--- src/rtl/pc_exception_sequencer_if.sv ---
// Vector-fetch memory port between the exception sequencer (master) and memory (slave).
// Handshake: mem_req stays high with mem_addr held stable until the cycle in which the
// slave raises mem_ack; mem_rdata is valid in that same cycle and the transfer ends there.
interface pc_exception_sequencer_if;
    logic        mem_req;
    logic [31:0] mem_addr;
    logic        mem_ack;
    logic [7:0]  mem_rdata;

    modport master (
        output mem_req,
        output mem_addr,
        input  mem_ack,
        input  mem_rdata
    );

    modport slave (
        input  mem_req,
        input  mem_addr,
        output mem_ack,
        output mem_rdata
    );
endinterface

--- src/rtl/pc_exception_sequencer.sv ---
// Exception entry / return sequencer for the PC/EPC datapath.
// Optional misaligned-PC exception source enabled by defining PC_MISALIGN_EN.
module pc_exception_sequencer #(
    parameter logic [31:0] VEC_OPCODE   = 32'd253,
    parameter logic [31:0] VEC_OVF      = 32'd254,
    parameter logic [31:0] VEC_DIV0     = 32'd255,
    parameter logic [31:0] VEC_MISALIGN = 32'd252
) (
    input  logic                            clk,
    input  logic                            reset,
    input  logic                            exc_opcode,
    input  logic                            exc_ovf,
    input  logic                            exc_div0,
    input  logic                            rfe,
    input  logic [31:0]                     pc_in,
    input  logic [31:0]                     pc_next,
`ifdef PC_MISALIGN_EN
    input  logic                            exc_misalign_chk,
`endif
    pc_exception_sequencer_if.master        mem,
    output logic                            epc_we,
    output logic [31:0]                     epc_wdata,
    output logic                            pc_we,
    output logic [2:0]                      pc_src,
    output logic [1:0]                      cause_sel,
    output logic [7:0]                      pc_vec_byte,
    output logic                            busy,
    output logic                            in_handler,
    output logic                            lost_exc,
    output logic [2:0]                      fsm_state
);

    typedef enum logic [2:0] {
        S_IDLE    = 3'd0,
        S_SAVE    = 3'd1,
        S_REQ     = 3'd2,
        S_LOAD_PC = 3'd3,
        S_RETURN  = 3'd4
    } state_t;

    state_t      state_q, state_d;
    logic [1:0]  cause_q, cause_d;
    logic [7:0]  byte_q, byte_d;
    logic        inh_q, inh_d;
    logic        lost_q, lost_d;

    logic        misalign_hit;
    logic        exc_any;
    logic [1:0]  exc_code;
    logic [31:0] vec_addr;

`ifdef PC_MISALIGN_EN
    logic unused_pc_next;
    assign misalign_hit   = exc_misalign_chk && (pc_next[1:0] != 2'b00);
    assign unused_pc_next = ^pc_next[31:2];
`else
    logic unused_pc_next;
    assign misalign_hit   = 1'b0;
    assign unused_pc_next = ^pc_next;
`endif

    assign exc_any = exc_opcode | exc_ovf | exc_div0 | misalign_hit;

    always_comb begin
        exc_code = 2'd3;
        if (exc_opcode)    exc_code = 2'd0;
        else if (exc_ovf)  exc_code = 2'd1;
        else if (exc_div0) exc_code = 2'd2;
    end

    always_comb begin
        vec_addr = VEC_MISALIGN;
        case (cause_q)
            2'd0:    vec_addr = VEC_OPCODE;
            2'd1:    vec_addr = VEC_OVF;
            2'd2:    vec_addr = VEC_DIV0;
            default: vec_addr = VEC_MISALIGN;
        endcase
    end

    always_ff @(posedge clk or negedge reset) begin
        if (!reset) begin
            state_q <= S_IDLE;
            cause_q <= 2'd0;
            byte_q  <= 8'd0;
            inh_q   <= 1'b0;
            lost_q  <= 1'b0;
        end else begin
            state_q <= state_d;
            cause_q <= cause_d;
            byte_q  <= byte_d;
            inh_q   <= inh_d;
            lost_q  <= lost_d;
        end
    end

    always_comb begin
        state_d = state_q;
        cause_d = cause_q;
        byte_d  = byte_q;
        inh_d   = inh_q;
        lost_d  = lost_q;

        // A handler is already running, so any new exception would nest: record it as lost.
        if (state_q != S_IDLE && exc_any && inh_q) lost_d = 1'b1;

        case (state_q)
            S_IDLE: begin
                if (exc_any) begin
                    if (inh_q) begin
                        lost_d = 1'b1;
                    end else begin
                        cause_d = exc_code;
                        state_d = S_SAVE;
                    end
                end else if (rfe && inh_q) begin
                    state_d = S_RETURN;
                end
            end
            S_SAVE: state_d = S_REQ;
            S_REQ: begin
                if (mem.mem_ack) begin
                    byte_d  = mem.mem_rdata;
                    inh_d   = 1'b1;
                    state_d = S_LOAD_PC;
                end
            end
            S_LOAD_PC: state_d = S_IDLE;
            S_RETURN: begin
                // Leaving the handler clears the sticky flag even if a pulse lands here.
                inh_d   = 1'b0;
                lost_d  = 1'b0;
                state_d = S_IDLE;
            end
            default: state_d = S_IDLE;
        endcase
    end

    assign busy         = (state_q != S_IDLE);
    assign epc_we       = (state_q == S_SAVE);
    assign epc_wdata    = pc_in - 32'd4;
    assign mem.mem_req  = (state_q == S_REQ);
    assign mem.mem_addr = (state_q == S_REQ) ? vec_addr : 32'd0;
    assign pc_we        = (state_q == S_LOAD_PC) || (state_q == S_RETURN);
    assign pc_src       = (state_q == S_LOAD_PC) ? 3'd3 :
                          (state_q == S_RETURN)  ? 3'd4 : 3'd0;
    assign cause_sel    = cause_q;
    assign pc_vec_byte  = byte_q;
    assign in_handler   = inh_q;
    assign lost_exc     = lost_q;
    assign fsm_state    = state_q;

endmodule
--- src/flat_wrapper.sv ---
// flat-port wrapper written by rule: the top's interface ports become plain ports
module pc_exception_sequencer_flat 
#(
    parameter logic [31:0] VEC_OPCODE   = 32'd253,
    parameter logic [31:0] VEC_OVF      = 32'd254,
    parameter logic [31:0] VEC_DIV0     = 32'd255,
    parameter logic [31:0] VEC_MISALIGN = 32'd252
)
  (clk, reset, exc_opcode, exc_ovf, exc_div0, rfe, pc_in, pc_next, epc_we, epc_wdata, pc_we, pc_src, cause_sel, pc_vec_byte, busy, in_handler, lost_exc, fsm_state, mem_mem_req, mem_mem_addr, mem_mem_ack, mem_mem_rdata);
  pc_exception_sequencer_if mem_i ();
  input  logic clk;
  input  logic reset;
  input  logic exc_opcode;
  input  logic exc_ovf;
  input  logic exc_div0;
  input  logic rfe;
  input  logic [31:0] pc_in;
  input  logic [31:0] pc_next;
  output logic epc_we;
  output logic [31:0] epc_wdata;
  output logic pc_we;
  output logic [2:0] pc_src;
  output logic [1:0] cause_sel;
  output logic [7:0] pc_vec_byte;
  output logic busy;
  output logic in_handler;
  output logic lost_exc;
  output logic [2:0] fsm_state;
  output wire logic [$bits(mem_i.mem_req)-1:0] mem_mem_req;
  output wire logic [$bits(mem_i.mem_addr)-1:0] mem_mem_addr;
  input wire logic [$bits(mem_i.mem_ack)-1:0] mem_mem_ack;
  input wire logic [$bits(mem_i.mem_rdata)-1:0] mem_mem_rdata;
  assign mem_mem_req = mem_i.mem_req;
  assign mem_mem_addr = mem_i.mem_addr;
  assign mem_i.mem_ack = mem_mem_ack;
  assign mem_i.mem_rdata = mem_mem_rdata;
  pc_exception_sequencer #(.VEC_OPCODE(VEC_OPCODE), .VEC_OVF(VEC_OVF), .VEC_DIV0(VEC_DIV0), .VEC_MISALIGN(VEC_MISALIGN)) u_core (.clk(clk), .reset(reset), .exc_opcode(exc_opcode), .exc_ovf(exc_ovf), .exc_div0(exc_div0), .rfe(rfe), .pc_in(pc_in), .pc_next(pc_next), .mem(mem_i), .epc_we(epc_we), .epc_wdata(epc_wdata), .pc_we(pc_we), .pc_src(pc_src), .cause_sel(cause_sel), .pc_vec_byte(pc_vec_byte), .busy(busy), .in_handler(in_handler), .lost_exc(lost_exc), .fsm_state(fsm_state));
endmodule
--- config.mk ---
export PLATFORM = sky130hd
export DESIGN_NAME = pc_exception_sequencer_flat
export DESIGN_NICKNAME = d
export VERILOG_FILES = /design/src/rtl/pc_exception_sequencer_if.sv /design/src/rtl/pc_exception_sequencer.sv /design/src/flat_wrapper.sv
export SDC_FILE = /design/constraint.sdc
export NUM_CORES = 1
export LEC_CHECK = 0
export BUFFER_PORTS_ARGS = -buffer_cell sky130_fd_sc_hd__buf_2
export CAP_MARGIN = 0
export CORE_UTILIZATION = 32
export DETAILED_ROUTE_END_ITERATION = 10
export HOLD_SLACK_MARGIN = 0.1
export PLACE_DENSITY_LB_ADDON = 0.12
export SETUP_SLACK_MARGIN = 0.2
export SLEW_MARGIN = 40
export SYNTH_ARGS = -nofsm -noshare
export SYNTH_HDL_FRONTEND = slang
export SYNTH_SLANG_ARGS = --single-unit
--- constraint.sdc ---
create_clock -name clk -period 1.9 [get_ports clk]
set_input_delay 0.285 -clock clk [delete_from_list [all_inputs] [get_ports clk]]
set_output_delay 0.285 -clock clk [all_outputs]
set_load 0.03 [all_outputs]
==> metrics.txt, run 1 <==
outcome finished, violations left; violated checks DRC, setup timing; Yosys Warn Count 0; CTS Root Cell clkbuf_8; Final period util 116%; initial antenna violation count 0; DR WL/cell 13.7 um; PD cells 849 nW/um2; Setup violations, final 16; Area contributors post-synth dfrtp_1 24%, buf_4 16%, xor2_1 12%, mux2_2 5.9%, xnor2_1 3.4%; final setup margin -0.302 ns; register area share after synthesis 24.4%; Layout Nets 411; RSZ-0062 raised after global routing yes; drt pass-1 iters 7; Vias/cell 4.55; peak supply drop 0.998 mV; Synth Cell Area 1540 um2; Initial Utilization 34.3%; first-pass GRT wire length 7.60 mm; port buffer count 104; worst skew pair latency 0.24 ns; DRT antenna net count 0; Setup TNS -1.69 ns; die height 71.3 um; crit start category input port; area added between synthesis and finish 123%; GRT Total Usage 18.8%; Leakage 1.75 nW; n_diodes 0; Reg clk slew, reported paths 0.06 ns; GRT Residual Overflow 0; leading area contributor after synthesis dfrtp_1; Hold Path Class in -> reg; share of layout cells above drive strength 1 75.2%; Seq cells post-synth 15; Mapped Cells 173; count of final hold-check violations 0; Fmax achieved 454 MHz; WP data arrival 1.92 ns; Final Wtd Congestion 0.709; kind of critical path in -> out; vias in the first global route 1632; die width 71.3 um; I/O pins 165; total CTS buffers 3; pre-CTS setup slack -0.362 ns; worst path required time 1.62 ns; DRC Markers 9; Synth top area share 24.4%; largest net degree at the start of global routing 16; Setup Skew 0.00377 ns; Initial DRC Count 34; final count of pins violating max slew 0; Site Rows 24; CP max FO 4; max cap viols 0; Syn Area/Cell 8.88 um2; Netlist cell types 35; CTS tree done; DP HPWL 3.39 mm; Core Area 4470 um2; Setup crit end kind output pin; CTS Buffer Depth 2; die area 5080 um2; Final min period 2.20 ns; WL final 5.18 mm; Vias 1725; H-tree levels 1; clk sinks 15
[power breakdown]
part	switching, mW	leakage, nW	internal [mW]
combinational	1.22	1.55	0.847
sequential	0.127	0.173	0.467
clock	0.106	0.0255	0.145
[final cells by class]
cell class                      instances  area, um2
Tap cell                               52       65.1
Inverter                                7       30.0
Fill cell                             295       1050
Timing Repair Buffer                  161       1300
Multi-Input combinational cell        140       1610
Clock buffer                            3       41.3
Sequential cell                        15        379
Clock inverter                          1       5.00
[flip-flops by register name, indices dropped and copies added (netlist names)]
name / flops
u_core.cause_sel: 2
u_core.lost_exc: 1
u_core.pc_vec_byte: 8
u_core.fsm_state: 3
u_core.in_handler: 1
[critical path, cell delays in order]
cell	delay, ns
buf_6	0.09
or4_4	0.54
or4_4	0.47
nor4_4	0.20
xor2_2	0.17
buf_6	0.15
[stage by stage]
step / cell area (um2) / instances / power [mW] / hold slack [ns] / util [%]
3_3_place_gp: 2690 / 354 / 2.37 / 0.198 / 60.0
4_1_cts: 3220 / 376 / 2.80 / 0.260 / 72.0
2_1_floorplan: 2080 / 196 / 2.00 / -0.0106 / -
6_report: 3430 / 379 / 2.91 / 0.266 / 76.6
3_5_place_dp: 2690 / 354 / 2.38 / 0.199 / 60.0
5_1_grt: 3430 / 379 / 3.08 / 0.257 / 76.6
[cell usage in the layout, fill, tap and decap left out, types with 3 or more instances in the layout]
cell type,n
clkbuf_4,6
ha_1,3
conb_1,24
nand2_1,4
buf_8,3
xor2_4,3
xor2_2,15
dfrtp_2,3
nor3b_4,4
nor2_4,3
buf_2,60
nand2_8,3
or4_4,3
buf_6,45
mux2_4,8
inv_1,5
buf_4,43
nand3_4,3
nor4_4,12
or3_4,3
clkbuf_8,3
nor2_1,8
dfrtp_1,12
or3_1,3
nor3_4,6
xor2_1,3
xnor2_2,4
[synth_stat cells (all sizes together)]
cell and instances:
a21o 2, a21oi 2, a32o 1, and2 2, and3b 1, buf 35, conb 1, dfrtp 15
ha 4, inv 7, mux2 8, nand2 7, nand2b 1, nand3 3, nand3b 1, nand4 2
nor2 13, nor3 8, nor3b 5, nor4 12, o21a 1, o21ai 1, o31ai 1, or2 3
or3 7, or4 3, xnor2 6, xor2 21
[worst paths after layout]
path | startpoint | end | slack (ns) | cells after the start
max | pc_in[26] | epc_wdata[30] | -0.30 | 6
min | mem_mem_rdata[1] | u_core.pc_vec_byte[1] | 0.27 | 2
max reg2reg | u_core.fsm_state[2] | u_core.cause_sel[0] | 0.36 | 5
min reg2reg | u_core.lost_exc | u_core.lost_exc | 0.50 | 2
max in group asynchronous | reset | u_core.fsm_state[2] | 1.17 | 2
min in group asynchronous | reset | u_core.pc_vec_byte[6] | 0.47 | 2
[logic make-up (layout without fill, tap and decap cells)]
group / Yosys count / count (layout) / synth area share [%]
buffers and inverters: 42 / 172 / 18.5
multiplexers: 8 / 8 / 5.86
flip-flops: 15 / 15 / 24.4
XOR/XNOR: 27 / 27 / 15.4
AO/OA/AOI/OAI: 8 / 8 / 3.58
adder cells (fa/ha/maj): 4 / 4 / 3.26
AND/OR/NAND/NOR: 68 / 69 / 28.7
other: 1 / 24 / 0.244
[repair_timing]
item                                    in CTS  in global routing
setup buffers                               15                  3
hold buffers                                 1                  0
endpoints found under the hold margin       15                  0
cloned                                       2                  0
pin swaps                                   36                 19
endpoints found under the setup margin      26                 34
resized for setup                           84                 46
[routing by layer]
layer / wire length [um] / GRT usage [%]
met1: 1920 / 23.2
met5: 0 / 0
met3: 282 / 1.55
met2: 2930 / 36.2
met4: 45 / 2.67
No activity file was read; power rests on OpenSTA's default activity.
==> run 2, diff against run 1 <==
- CORE_ASPECT_RATIO: unset -> 1.4
==> run 2 against run 1 <==
The flow finishes with violations (setup timing). Combinational power shrank 3%. Total power decreased by 2.4%. Die area is essentially flat. Critical path type unchanged. Sequential power about the same. Highest routed layer unchanged.
==> metrics.txt, run 2 (synthesized netlist as in run 1, its figures left out) <==
final hold slack 0.263 ns (-0.00201 ns); WL final 5.34 mm (+3.1%); die area 5090 um2 (about the same); RSZ-0062 raised after global routing yes; most common cell after layout, fill and taps aside buf_2; total CTS buffers 3 (unchanged); Setup violations, final 17 (+1); Setup crit end kind output pin; outcome finished, violations left; final count of pins violating max slew 0 (unchanged); post-route cell area 3420 um2 (-0.36%); Initial Utilization 33.6% (-0.73 points); max incr delay on CP 0.56 ns (+0.02 ns); drt pass-1 iters 4 (-3); violated checks setup timing; cell breakdown of the critical path buf_6 > or4_4 > or3_4 > nor4_4 > xor2_2 > buf_6; Largest register FFs 8 (unchanged); DRC Markers 0 (-9); Initial DRC Count 33 (-2.9%); Hold Path Stages 3 (+1); largest net degree at the start of global routing 16 (unchanged); worst r2r dst u_core.cause_sel[0]; Critical Path Stages 6 (unchanged); GRT Residual Overflow 0 (unchanged); total power 2.84 mW (-2.4%); Core Area 4570 um2 (+2.2%); final core occ 74.7% (-1.9 points); routed wl met3 209 um (-26%); final setup margin -0.369 ns (-0.0669 ns); worst path required time 1.62 ns (about the same); Site Rows 29 (+21%); Placed Area 2690 um2 (+0.19%); Vias/cell 4.53 (-0.39%); Sw Share 50.3% (+0.49 points); H-tree levels 1 (unchanged); origin of the critical flop-to-flop path u_core.fsm_state[0]; met2 wire length 3.36 mm (+15%); I/O pins 165 (unchanged); CTS tree done; reg-to-reg slack, setup 0.28 ns (-0.08 ns); worst skew pair latency 0.24 ns (about the same); initial antenna violation count 0 (unchanged); Top Metal Used met4; GRT Total Usage 17.8% (-0.95 points); WP data arrival 1.98 ns (+0.06 ns); die height 84.0 um (+18%); Setup crit end epc_wdata[29]; kind of critical path in -> out; Hold Path Class in -> reg; die width 60.6 um (-15%); DP HPWL 3.59 mm (+5.7%); Final period util 119% (+3.5 points); PD cells 831 nW/um2 (-2.0%); critical-path cell with the highest stage delay or4_4; CTS Buffer Depth 2 (unchanged); peak supply drop 0.924 mV (-7.5%); Reg clk slew, reported paths 0.06 ns (about the same); CP max FO 4 (unchanged); share of layout cells above drive strength 1 75.5% (+0.23 points); Layout Nets 410 (-0.24%); area added between synthesis and finish 122%; max cap viols 0 (unchanged); DR WL/cell 13.8 um (+0.70%); most used cell, CP buf_6; Final Wtd Congestion 0.742 (+4.7%); internal power 1.41 mW (-3.3%); Comb power frac 70.2% (-0.7 points); Fmax achieved 441 MHz (-2.9%); switching power 1.43 mW (-1.4%); multi-input logic area 1570 um2 (-2.3%); clk sinks 15 (unchanged); Vias 1759 (+2.0%); Setup Skew 0.00200 ns (-0.00178 ns); crit-path leading delay family simple AND/OR/NAND/NOR gates; n_diodes 0 (unchanged); clock network power share 8.9% (+0.3 points); CTS Root Cell clkbuf_8; sequential power share 20.9% (+0.5 points); CP Buf/Inv Count 2 (unchanged); crit start category input port; commonest cells after routing, fill and taps aside 62 x buf_2, 46 x buf_6, 40 x buf_4, 24 x conb_1, 16 x xor2_2; DRT antenna net count 0 (unchanged); sequential standard cell area 379 um2 (unchanged); reg2reg path depth 4 (-1); worst setup path start pc_in[26]; count of final hold-check violations 0 (unchanged); first-pass GRT wire length 7.01 mm (-7.7%); fillers 341 (+16%); met1 WL 1.75 mm (-8.7%); vias in the first global route 1665 (+2.0%); Leakage 1.79 nW (+2.4%); Final min period 2.27 ns (+0.0669 ns); port buffer count 104 (unchanged)
==> run 2: cell count changes in the layout (fill, tap and decap cells not counted), sizes merged <==
| cell | before | now |
|---|---|---|
| clkbuf | 9 | 10 |
| nand2 | 8 | 7 |
| clkinv | 1 | 0 |
==> run 2: repair_timing <==
item | 4_1_cts | 5_1_grt
hold buffers | 1 | 0
gates resized for setup | 97 | 27
endpoints found under the hold margin | 15 | 0
cloned | 0 | 1
pin swaps | 26 | 23
setup buffers | 10 | 9
setup endpoints to repair | 28 | 40
==> run 2: how the worst min path moves through the flow <==
stage | end | startpoint | slack (ns)
after floorplan | u_core.cause_sel[0] | reset | -0.01
after global placement | u_core.pc_vec_byte[2] | reset | 0.20
after detailed placement | u_core.pc_vec_byte[2] | reset | 0.20
after CTS | u_core.fsm_state[2] | rfe | 0.26
after global routing | u_core.pc_vec_byte[4] | mem_mem_rdata[4] | 0.26
final | u_core.fsm_state[2] | rfe | 0.26
==> run 2: final cells by class <==
type                       count  share of cell area, %
clock buffer                   4                   1.32
multi-input combinational    139                   46.0
sequential                    15                   11.1
tap                           62                   2.27
timing repair buffer         161                   38.4
inverter                       7                  0.879
==> run 2: routing by layer <==
| metal | GRT usage, % | vias to the layer above |
|---|---|---|
| met1 | 16.4 | 865 |
| met4 | 3.51 | 0 |
| met2 | 38.1 | 66 |
| met5 | 0 | - |
| li1 | - | 826 |
| met3 | 1.71 | 2 |
==> run 2: stage by stage <==
stage	worst slack (ns)	setup TNS, ns	cells
final	-0.369	-2.64	388
after global routing	-0.401	-3.74	388
after CTS	-0.306	-2.18	378
after detailed placement	-0.346	-3.21	363
after global placement	-0.323	-3.11	363
after floorplan	-0.218	-1.52	196
==> run 2: power groups by stage <==
stage / sequential [mW] / clock [mW] / combinational, mW
after CTS: 0.594 / 0.254 / 1.91
after global placement: 0.590 / 0 / 1.77
after floorplan: 0.861 / 0 / 1.13
after global routing: 0.616 / 0.271 / 2.10
after detailed placement: 0.589 / 0 / 1.79
final: 0.592 / 0.253 / 1.99
==> run 2: tightest hold or removal path: cells and delay by family <==
kind                   cells  cell delay, ns
buffers and inverters      1            0.10
AND/OR/NAND/NOR            2            0.09
